[src/rtl/fifo_rd_ctrl.sv]
`default_nettype none
// ============================================================================
// Module      : fifo_rd_ctrl
// Description : Read-side controller of the asynchronous FIFO (rclk domain).
//               Synchronises the Gray write pointer, keeps the binary/Gray
//               read pointers, and produces registered empty, almost-empty,
//               fill-level and underflow indications.
// Revision    : 1.0 - initial parametrised release
// ============================================================================
module fifo_rd_ctrl #(
    parameter int ADDR_WIDTH    = 3,
    parameter int SYNC_STAGES   = 2,
    parameter int AEMPTY_THRESH = 1
) (
    input  logic                  rclk,
    input  logic                  rrst_n,
    input  logic                  i_rinc,
    input  logic [ADDR_WIDTH:0]   i_wptr_gray,
    output logic [ADDR_WIDTH-1:0] o_raddr,
    output logic [ADDR_WIDTH:0]   o_rptr_gray,
    output logic                  o_rempty,
    output logic                  o_raempty,
    output logic [ADDR_WIDTH:0]   o_rlevel,
    output logic                  o_runderflow
);

    localparam int               c_PW          = ADDR_WIDTH + 1;
    localparam logic [c_PW-1:0]  c_AEMPTY_LVL  = c_PW'(AEMPTY_THRESH);

    // Synchroniser chain: stage 0 samples the wclk-domain pointer.
    logic [SYNC_STAGES-1:0][c_PW-1:0] r_wsync;

    logic [c_PW-1:0] r_rbin;
    logic [c_PW-1:0] r_rgray;
    logic            r_rempty;
    logic            r_raempty;
    logic [c_PW-1:0] r_rlevel;
    logic            r_runderflow;

    logic [c_PW-1:0] w_wq_gray;
    logic [c_PW-1:0] w_wq_bin;
    logic            w_rd_en;
    logic [c_PW-1:0] w_rbin_next;
    logic [c_PW-1:0] w_rgray_next;
    logic [c_PW-1:0] w_level_next;

    assign w_wq_gray = r_wsync[SYNC_STAGES-1];

    // Shift the write pointer through the synchroniser flops, no logic between stages.
    always_ff @(posedge rclk or negedge rrst_n) begin
        if (!rrst_n) begin
            r_wsync <= '0;
        end else begin
            r_wsync <= {r_wsync[SYNC_STAGES-2:0], i_wptr_gray};
        end
    end

    // Gray-to-binary: each binary bit is the XOR of all Gray bits at or above it.
    always_comb begin
        w_wq_bin = '0;
        for (int i = 0; i < c_PW; i++) begin
            w_wq_bin[i] = ^(w_wq_gray >> i);
        end
    end

    // Next-pointer and occupancy arithmetic; a read while empty is dropped.
    always_comb begin
        w_rd_en      = i_rinc & ~r_rempty;
        w_rbin_next  = r_rbin + c_PW'(w_rd_en);
        w_rgray_next = w_rbin_next ^ (w_rbin_next >> 1);
        w_level_next = w_wq_bin - w_rbin_next;
    end

    // Register pointers and status; empty is compared in Gray so it stays exact across the wrap.
    always_ff @(posedge rclk or negedge rrst_n) begin
        if (!rrst_n) begin
            r_rbin       <= '0;
            r_rgray      <= '0;
            r_rempty     <= 1'b1;
            r_raempty    <= 1'b1;
            r_rlevel     <= '0;
            r_runderflow <= 1'b0;
        end else begin
            r_rbin       <= w_rbin_next;
            r_rgray      <= w_rgray_next;
            r_rempty     <= (w_rgray_next == w_wq_gray);
            r_raempty    <= (w_level_next <= c_AEMPTY_LVL);
            r_rlevel     <= w_level_next;
            r_runderflow <= i_rinc & r_rempty;
        end
    end

    // RAM address is a direct slice of the binary pointer flop.
    assign o_raddr      = r_rbin[ADDR_WIDTH-1:0];
    assign o_rptr_gray  = r_rgray;
    assign o_rempty     = r_rempty;
    assign o_raempty    = r_raempty;
    assign o_rlevel     = r_rlevel;
    assign o_runderflow = r_runderflow;

endmodule
`default_nettype wire

[config.mk]
export PLATFORM = sky130hd
export DESIGN_NAME = fifo_rd_ctrl
export DESIGN_NICKNAME = d
export VERILOG_FILES = /design/src/rtl/fifo_rd_ctrl.sv
export SDC_FILE = /design/constraint.sdc
export NUM_CORES = 1
export LEC_CHECK = 0
export CORE_UTILIZATION = 63
export DETAILED_ROUTE_END_ITERATION = 8
export DONT_BUFFER_PORTS = 1
export PLACE_DENSITY = 0.79
export SYNTH_ARGS = -nofsm -noshare
export SYNTH_HDL_FRONTEND = slang
export SYNTH_SLANG_ARGS = --single-unit
[constraint.sdc]
create_clock -name rclk -period 3.5 [get_ports rclk]
set_input_delay 0.875 -clock rclk [delete_from_list [all_inputs] [get_ports rclk]]
set_output_delay 0.875 -clock rclk [all_outputs]
set_load 0.005 [all_outputs]
* After elaboration in Yosys (flattened, before gate mapping)
Cells that the tools add are included.
** Operators by class
- $mul :: 0
- Magnitude comparators :: 1
- Reductions and logical operators :: 4
- Shifts and indexed selects :: 0
- Mux-type cells :: 0
- Bitwise gates (word level) :: 4
- Equal/unequal tests :: 1
- Divide/modulo/power cells :: 0
- Add/sub/neg operators :: 2
** Operators with widths (count)
- 4-bit parity :: 4
- 4-bit by 1-bit adder with 4-bit output :: 1
- 4-bit equality test :: 1
- 4-bit by 1-bit <= comparator with 1-bit output, second input constant :: 1
- 4-bit subtractor :: 1
- 4-bit by 3-bit bitwise XOR with 4-bit output :: 1
- 1-bit AND :: 2
- 1-bit inverter :: 1
** Word-level totals
- Bits in writable memories :: 0
- Output and inout bits :: 14
- Register bits after elaboration :: 23
- Bits in latches :: 0
- Word-level logic and storage cells :: 20
- Memories :: 0
- Input bits :: 7
- ROM bits :: 0

* Logic depth before layout (Yosys ltp)
Gate-level depths: netlist of the first run.
- Depth after elaboration :: 5
- Gate-level depth with buffers :: 9
- Mapped depth without buffers :: 9

* Worst setup path after synthesis of the first run
Ideal clock, no wire load.
- Kind :: input to register
- From :: input i_rinc
- To :: register r_rlevel[3], in the netlist o_rlevel[3]
- Data required time :: 3.376 ns
- Stages on the path :: 9
- Path buffers :: 0
- Setup slack :: 0.716 ns
- Data arrival time :: 2.659 ns
- Setup time :: 0.124 ns
- Cells stage by stage :: nor2b_1 ha_1 ha_1 xnor2_1 ha_1 inv_1 a2111o_1 and4_4 or2_1
** On the way
- Cells in the longest elaborated chain, start to end :: 3
** Ends and longest elaborated chain
- start: declaration :: RTL line 17 : input logic i_rinc,
- 1-bit AND :: RTL line 68 : w_rd_en = i_rinc & ~r_rempty;
- 4-bit by 1-bit adder with 4-bit output :: RTL line 69 : w_rbin_next = r_rbin + c_PW'(w_rd_en);
- 4-bit subtractor :: RTL line 71 : w_level_next = w_wq_bin - w_rbin_next;
- named net w_level_next[3] :: RTL line 45 : logic [c_PW-1:0] w_level_next;
- end signal: assignment :: RTL line 88 : r_rlevel <= w_level_next;
- end: declaration :: RTL line 37 : logic [c_PW-1:0] r_rlevel;
The timed path passes the listed nets, and every way through them passes these cells.

* Worst setup path in the final report of the first run
Same ends and word-level chain as after synthesis.

==> results.toml, run 1 <==
[yosys]
ys_ff_latch = 22
ys_top_cells_by_area = "dfrtp_1, xnor2_1, ha_1"
yosysUniqueCellTypes = 23
ys_seq_area_share_pct = 59.3
synth_cells = 65
synth_top_area_share_pct = 53.7
synth.largest_area_cell = "dfrtp_1"
avgSynthCellArea_sq_um = 14.3
ys_warn_count = 0
synth_fp_nets = 77
synthesis.area_sq_um = 932

[global_route]
grt_max_degree = 23
grt_overflow_total = 0
antenna_found_initial = 0
grt_pass1_wl_um = 2040
grt_pass1_vias = 494
grtUsageTotal_pct = 20.8

[drt]
top_layer_used = "met4"
ant_nets = 0
num_vias = 476
drc = 0
drt-wirelength-per-cell_um = 14.0
drtPass1Iterations = 1
met2_length_um = 579
met1_length_um = 487
drt_iter0_drc = 0
dr_wl_met3_um = 52
wl_um = 1160
routed_via_density = 5.73

[critical_path]
max_stage_delay_ns = 0.37
r2r_slack_ns = 1.03
worstPathArrival_ns = 2.74
cp-end-kind = "flop"
crit_path_start_kind = "input port"
path_common_cell = "ha_1"
critPathSlowestCell = "ha_1"
crit_path_max_fanout = 4
critPathKind = "in2reg"
crit_chain = "nor2b_1 -> ha_1 -> ha_1 -> xnor2_1 -> ha_1 -> inv_1 -> a2111o_1 -> and4_4 -> or2_1"
crit_required_ns = 3.70

[timing]
setup_viol = 0
clock.fmax_mhz = 392
fin_setup_tns_ns = 0
drv_slew = 0
fin_worst_skew_ns = 0.00348
rsz0062_at_grt = "false"
finalCritPeriodShare_pct = 72.8
max_slew.worst_pin.slew_ns = 0.311
hold_violations = 0
slew-limit-headroom_pct = 79.2
min_period_ns = 2.55

[final_layout]
nNetsFinal = 81
layout_commonest_cell = "dfrtp_1"
multi_input_area_sq_um = 352
n_fill_cell = 87
layout_common_cells = "dfrtp_1, xnor2_1, inv_1"
final_area_sq_um = 982
area_growth_pct = 5.37
drive_gt1_share_pct = 16.2
antennaDiodeCount = 0
final-seq-area_sq_um = 553

[power_and_ir_drop]
power.leakage_nw = 0.459
seqPwrFrac_pct = 41.1
irDropWorstVdd_v = 0.000624
internal-power_uw = 626
p_sw_share_pct = 35.4
pwr-share-clk_pct = 13.7
power_density_nw_per_um2 = 987
pwr-share-comb_pct = 45.2
net-switching-power_uw = 343

[place]
port_buffers = 0
dp_hpwl_um = 869
placed_area_sq_um = 946
gp_congestion = 0.752

[floorplan]
rows = 13
core_area_sq_um = 1330
die_area_sq_um = 1640
ioPinCount = 21
die_x_um = 40.5
initial_core_util_pct = 69.9
die_h_um = 40.5

[cts]
htree_levels = 1
clock-sinks = 22
numCtsBuffers = 3
clk_pin_slew_ns = 0.11
ctsHoldBuffers = 0
cts_resized = 0
cts_buffer_depth = 2
cts_setup_buffers = 0
clock_latency_ns = 0.30
cts_tree = "built"
root_buffer = "clkbuf_4"

[status]
outcome = "complete, no violations"

[flow_run]
maxCapViolations = 0

[hold_path]
hold_class = "in2async"
-- path summary, 6_finish.rpt --
kind | start | end | cells after the start
hold / removal | rrst_n | o_runderflow | 0
max in group asynchronous | rrst_n | o_raempty | 0
min in group rclk | r_wsync[3] | w_wq_gray[3] | 0
hold reg to reg | r_wsync[3] | w_wq_gray[3] | 0
setup reg to reg | o_rempty | o_rlevel[3] | 9
setup / recovery | i_rinc | o_rlevel[3] | 9
-- worst max-delay path, delay by kind of cell --
kind / cells / cell delay, ns
adder cells (fa/ha/maj): 3 / 0.79
AND/OR/NAND/NOR: 3 / 0.49
AO/OA/AOI/OAI: 1 / 0.36
XOR/XNOR: 1 / 0.18
buffers and inverters: 1 / 0.05
-- flip-flops by register name, indices dropped and copies added, names as in the netlist --
| register | cells |
|---|---|
| o_raempty | 1 |
| o_rempty | 1 |
| o_rlevel | 4 |
| o_rptr_gray | 3 |
| o_runderflow | 1 |
| r_rbin | 4 |
| r_wsync | 4 |
| w_wq_gray | 4 |
-- layer usage --
| metal | up-vias | track usage (%) |
|---|---|---|
| met4 | 0 | 18.3 |
| li1 | 223 | - |
| met1 | 230 | 23.7 |
| met2 | 19 | 30.6 |
| met5 | - | 0 |
| met3 | 4 | 7.22 |
-- cell type report --
class                      count  area share (%)
clock buffer                   4            3.69
sequential                    22            56.3
inverter                       6            2.29
tap                           15            1.91
multi-input combinational     36            35.8
-- metrics by stage --
step	power [mW]	instances	util (%)	setup slack, ns	hold WS (ns)
CTS	0.985	83	73.6	0.944	0.243
global route	1.06	83	73.6	0.849	0.221
detailed placement	0.848	79	70.9	0.623	0.340
global placement	0.836	79	70.9	0.654	0.333
floorplan	0.776	65	-	0.716	0.331
finish	0.969	83	73.6	0.952	0.250
-- cell usage after synthesis --
| cell type | count |
|---|---|
| and4_4 | 1 |
| xor2_1 | 3 |
| a21oi_2 | 1 |
| a31oi_1 | 2 |
| a2111o_1 | 1 |
| mux2i_1 | 1 |
| a21boi_0 | 1 |
| inv_1 | 6 |
| xnor2_1 | 10 |
| o2111ai_1 | 1 |
| nor2b_1 | 1 |
| buf_2 | 1 |
| dfrtp_1 | 20 |
| and2_1 | 1 |
| nor4_2 | 1 |
| xnor3_4 | 1 |
| xor3_2 | 1 |
| and3_1 | 2 |
| dfstp_2 | 2 |
| nand2_1 | 1 |
| or2_1 | 1 |
| nand2b_1 | 1 |
| ha_1 | 5 |
-- power by group through the flow --
stage	combinational, mW	clock, mW	sequential, mW
finish	0.438	0.133	0.398
global route	0.497	0.149	0.415
CTS	0.447	0.137	0.401
detailed placement	0.442	0	0.407
global placement	0.434	0	0.403
floorplan	0.383	0	0.393
-- kinds of logic after synthesis --
| family | count (synthesis) | synth area share [%] |
|---|---|---|
| DFF | 22 | 59.3 |
| muxes | 1 | 1.07 |
| xor gates and xnor gates | 15 | 17.7 |
| AOI/OAI and AO/OA | 6 | 5.24 |
| buffers and inverters | 7 | 2.95 |
| and+or+nand+nor | 9 | 6.98 |
| adders and majority gates | 5 | 6.71 |
Power figures use the tool's default switching activity.
==> inputs of run 2 (changes only) <==
--- a/config.mk
+++ b/config.mk
@@ -5,10 +5,10 @@
 export SDC_FILE = /design/constraint.sdc
 export NUM_CORES = 1
 export LEC_CHECK = 0
-export CORE_UTILIZATION = 63
+export CORE_UTILIZATION = 59
 export DETAILED_ROUTE_END_ITERATION = 8
 export DONT_BUFFER_PORTS = 1
-export PLACE_DENSITY = 0.79
+export PLACE_DENSITY = 0.75
 export SYNTH_ARGS = -nofsm -noshare
 export SYNTH_HDL_FRONTEND = slang
 export SYNTH_SLANG_ARGS = --single-unit
==> constraint.sdc (replaced) <==
create_clock -name rclk -period 2.42 [get_ports rclk]
set_input_delay 0.605 -clock rclk [delete_from_list [all_inputs] [get_ports rclk]]
set_output_delay 0.605 -clock rclk [all_outputs]
set_load 0.005 [all_outputs]
==> run 2 against run 1 <==
Cell count grew 3.6%. Power grew 55%. Combinational power grew 66%. First-iteration DRC count grew 1. Flip-flop and latch count is the same. Global-route usage shrank 3.7 points. Core utilization grew 0.84 points. Die area grew 6.5%. Worst setup slack lost 0.83 ns. Count of clock-buffer cells in the layout is the same. Largest power group unchanged.
==> results.toml, run 2 (synthesis gave the netlist of run 1 again) <==
[status]
outcome = "complete, no violations"

[power_and_ir_drop]
irDropWorstVdd_v = 0.000723
power_density_nw_per_um2 = 1460
power.leakage_nw = 0.475
power_mw = 1.50

[floorplan]
die_h_um = 41.8
die_x_um = 41.8
initial_core_util_pct = 67.4
ioPinCount = 21
rows = 13
core_area_sq_um = 1380
die_area_sq_um = 1740

[drt]
ant_nets = 0
wl_um = 1210
drt_iter0_drc = 1
num_vias = 483
routed_via_density = 5.62
drtPass1Iterations = 2
drc = 0
drt-wirelength-per-cell_um = 14.1

[critical_path]
critPathSlowestCell = "dfstp_2"
crit_path_max_fanout = 4
crit_required_ns = 2.61
crit_chain = "nor2b_1 -> ha_2 -> ha_4 -> xnor2_2 -> ha_1 -> inv_1 -> a2111o_1 -> and4_4 -> or2_1"
worstPathArrival_ns = 2.49
critPathKind = "reg2reg"
cp-end-kind = "flop"
crit_path_start_kind = "flop"
max_stage_delay_ns = 0.56

[flow_run]
maxCapViolations = 0

[global_route]
grt_pass1_vias = 521
antenna_found_initial = 0
grt_max_degree = 21
grt_pass1_wl_um = 2160
grt_overflow_total = 0
grtUsageTotal_pct = 17.1

[place]
gp_congestion = 0.817
dp_hpwl_um = 894
port_buffers = 0
dp_slack_ns = -0.0104

[final_layout]
layout_common_cells = "dfrtp_1, xnor2_1, inv_1"
area_growth_pct = 10.5
drive_gt1_share_pct = 22.5
layout_commonest_cell = "dfrtp_1"
post-route-util_pct = 74.5
nNetsFinal = 84
antennaDiodeCount = 0

[timing]
worst_slack_ns = 0.126
clock.fmax_mhz = 436
min_period_ns = 2.29
drv_slew = 0
slew-limit-headroom_pct = 45.0
rsz0062_at_grt = "false"
max_slew.worst_pin.slew_ns = 0.822
setup_viol = 0
finalCritPeriodShare_pct = 94.8
hold_violations = 0
fin_worst_skew_ns = 0.00405

[cts]
cts_buffer_depth = 2
numCtsBuffers = 3
clock-sinks = 22
htree_levels = 1
clk_pin_slew_ns = 0.11
cts_tree = "built"
cts_setup_buffers = 0
root_buffer = "clkbuf_4"
clock_latency_ns = 0.30

[hold_path]
hold_class = "in2async"
[run 2: area by class of cell]
| type | count | area [sq um] |
|---|---|---|
| Inverter | 6 | 22.5 |
| Tap cell | 15 | 18.8 |
| Fill cell | 89 | 353 |
| Timing Repair Buffer | 3 | 25.0 |
| Multi-Input combinational cell | 36 | 374 |
| Clock buffer | 4 | 36.3 |
| Sequential cell | 22 | 553 |
[run 2: critical path: cells and delay by family (launching register included)]
kind            cells  cell delay, ns
simple gates        3            0.43
fa+ha+maj           3            0.70
buf+inv             1            0.05
flops               1            0.56
compound gates      1            0.30
xor+xnor            1            0.14
[run 2: power by group]
group / internal, mW / switching [mW]
Clock: 0.0918 / 0.0987
Combinational: 0.385 / 0.344
Sequential: 0.496 / 0.0838
Total: 0.973 / 0.527
[run 2: repair_timing]
action,CTS,global route
hold endpoints to repair,20,0
gates resized for setup,0,0
setup endpoints to repair,0,0
hold buffers,1,0
[run 2: layer usage]
metal  vias to the layer above  part of all wire, %  global-route usage (%)  wire length (um)
met5                         -                    0                       0                 0
li1                        228                    -                       -                 -
met1                       232                   44                    20.0               540
met3                         5                  4.4                    3.91                54
met4                         0                  3.1                    11.6                38
met2                        18                   48                    27.8               581
[run 2: path summary, 6_finish.rpt]
kind                                start      endpoint  slack, ns  cells past startpoint
max                              o_rempty   o_rlevel[3]       0.13                      9
min                                rrst_n      o_rempty       0.13                      0
max reg2reg                      o_rempty   o_rlevel[3]       0.13                      9
min reg2reg                    r_wsync[3]  w_wq_gray[3]       0.36                      0
max in group asynchronous          rrst_n  w_wq_gray[3]       1.08                      1
min in group rclk          i_wptr_gray[1]    r_wsync[1]       0.32                      0
[run 2: per-stage QoR]
stage                     cell area (sq um)  hold slack, ns  setup TNS, ns  cells
after floorplan                         955           0.309              0     65
after global placement                  983           0.310              0     81
after detailed placement                983           0.310        -0.0104     81
after CTS                              1030           0.124              0     86
after global routing                   1030           0.110              0     86
final                                  1030           0.129              0     86
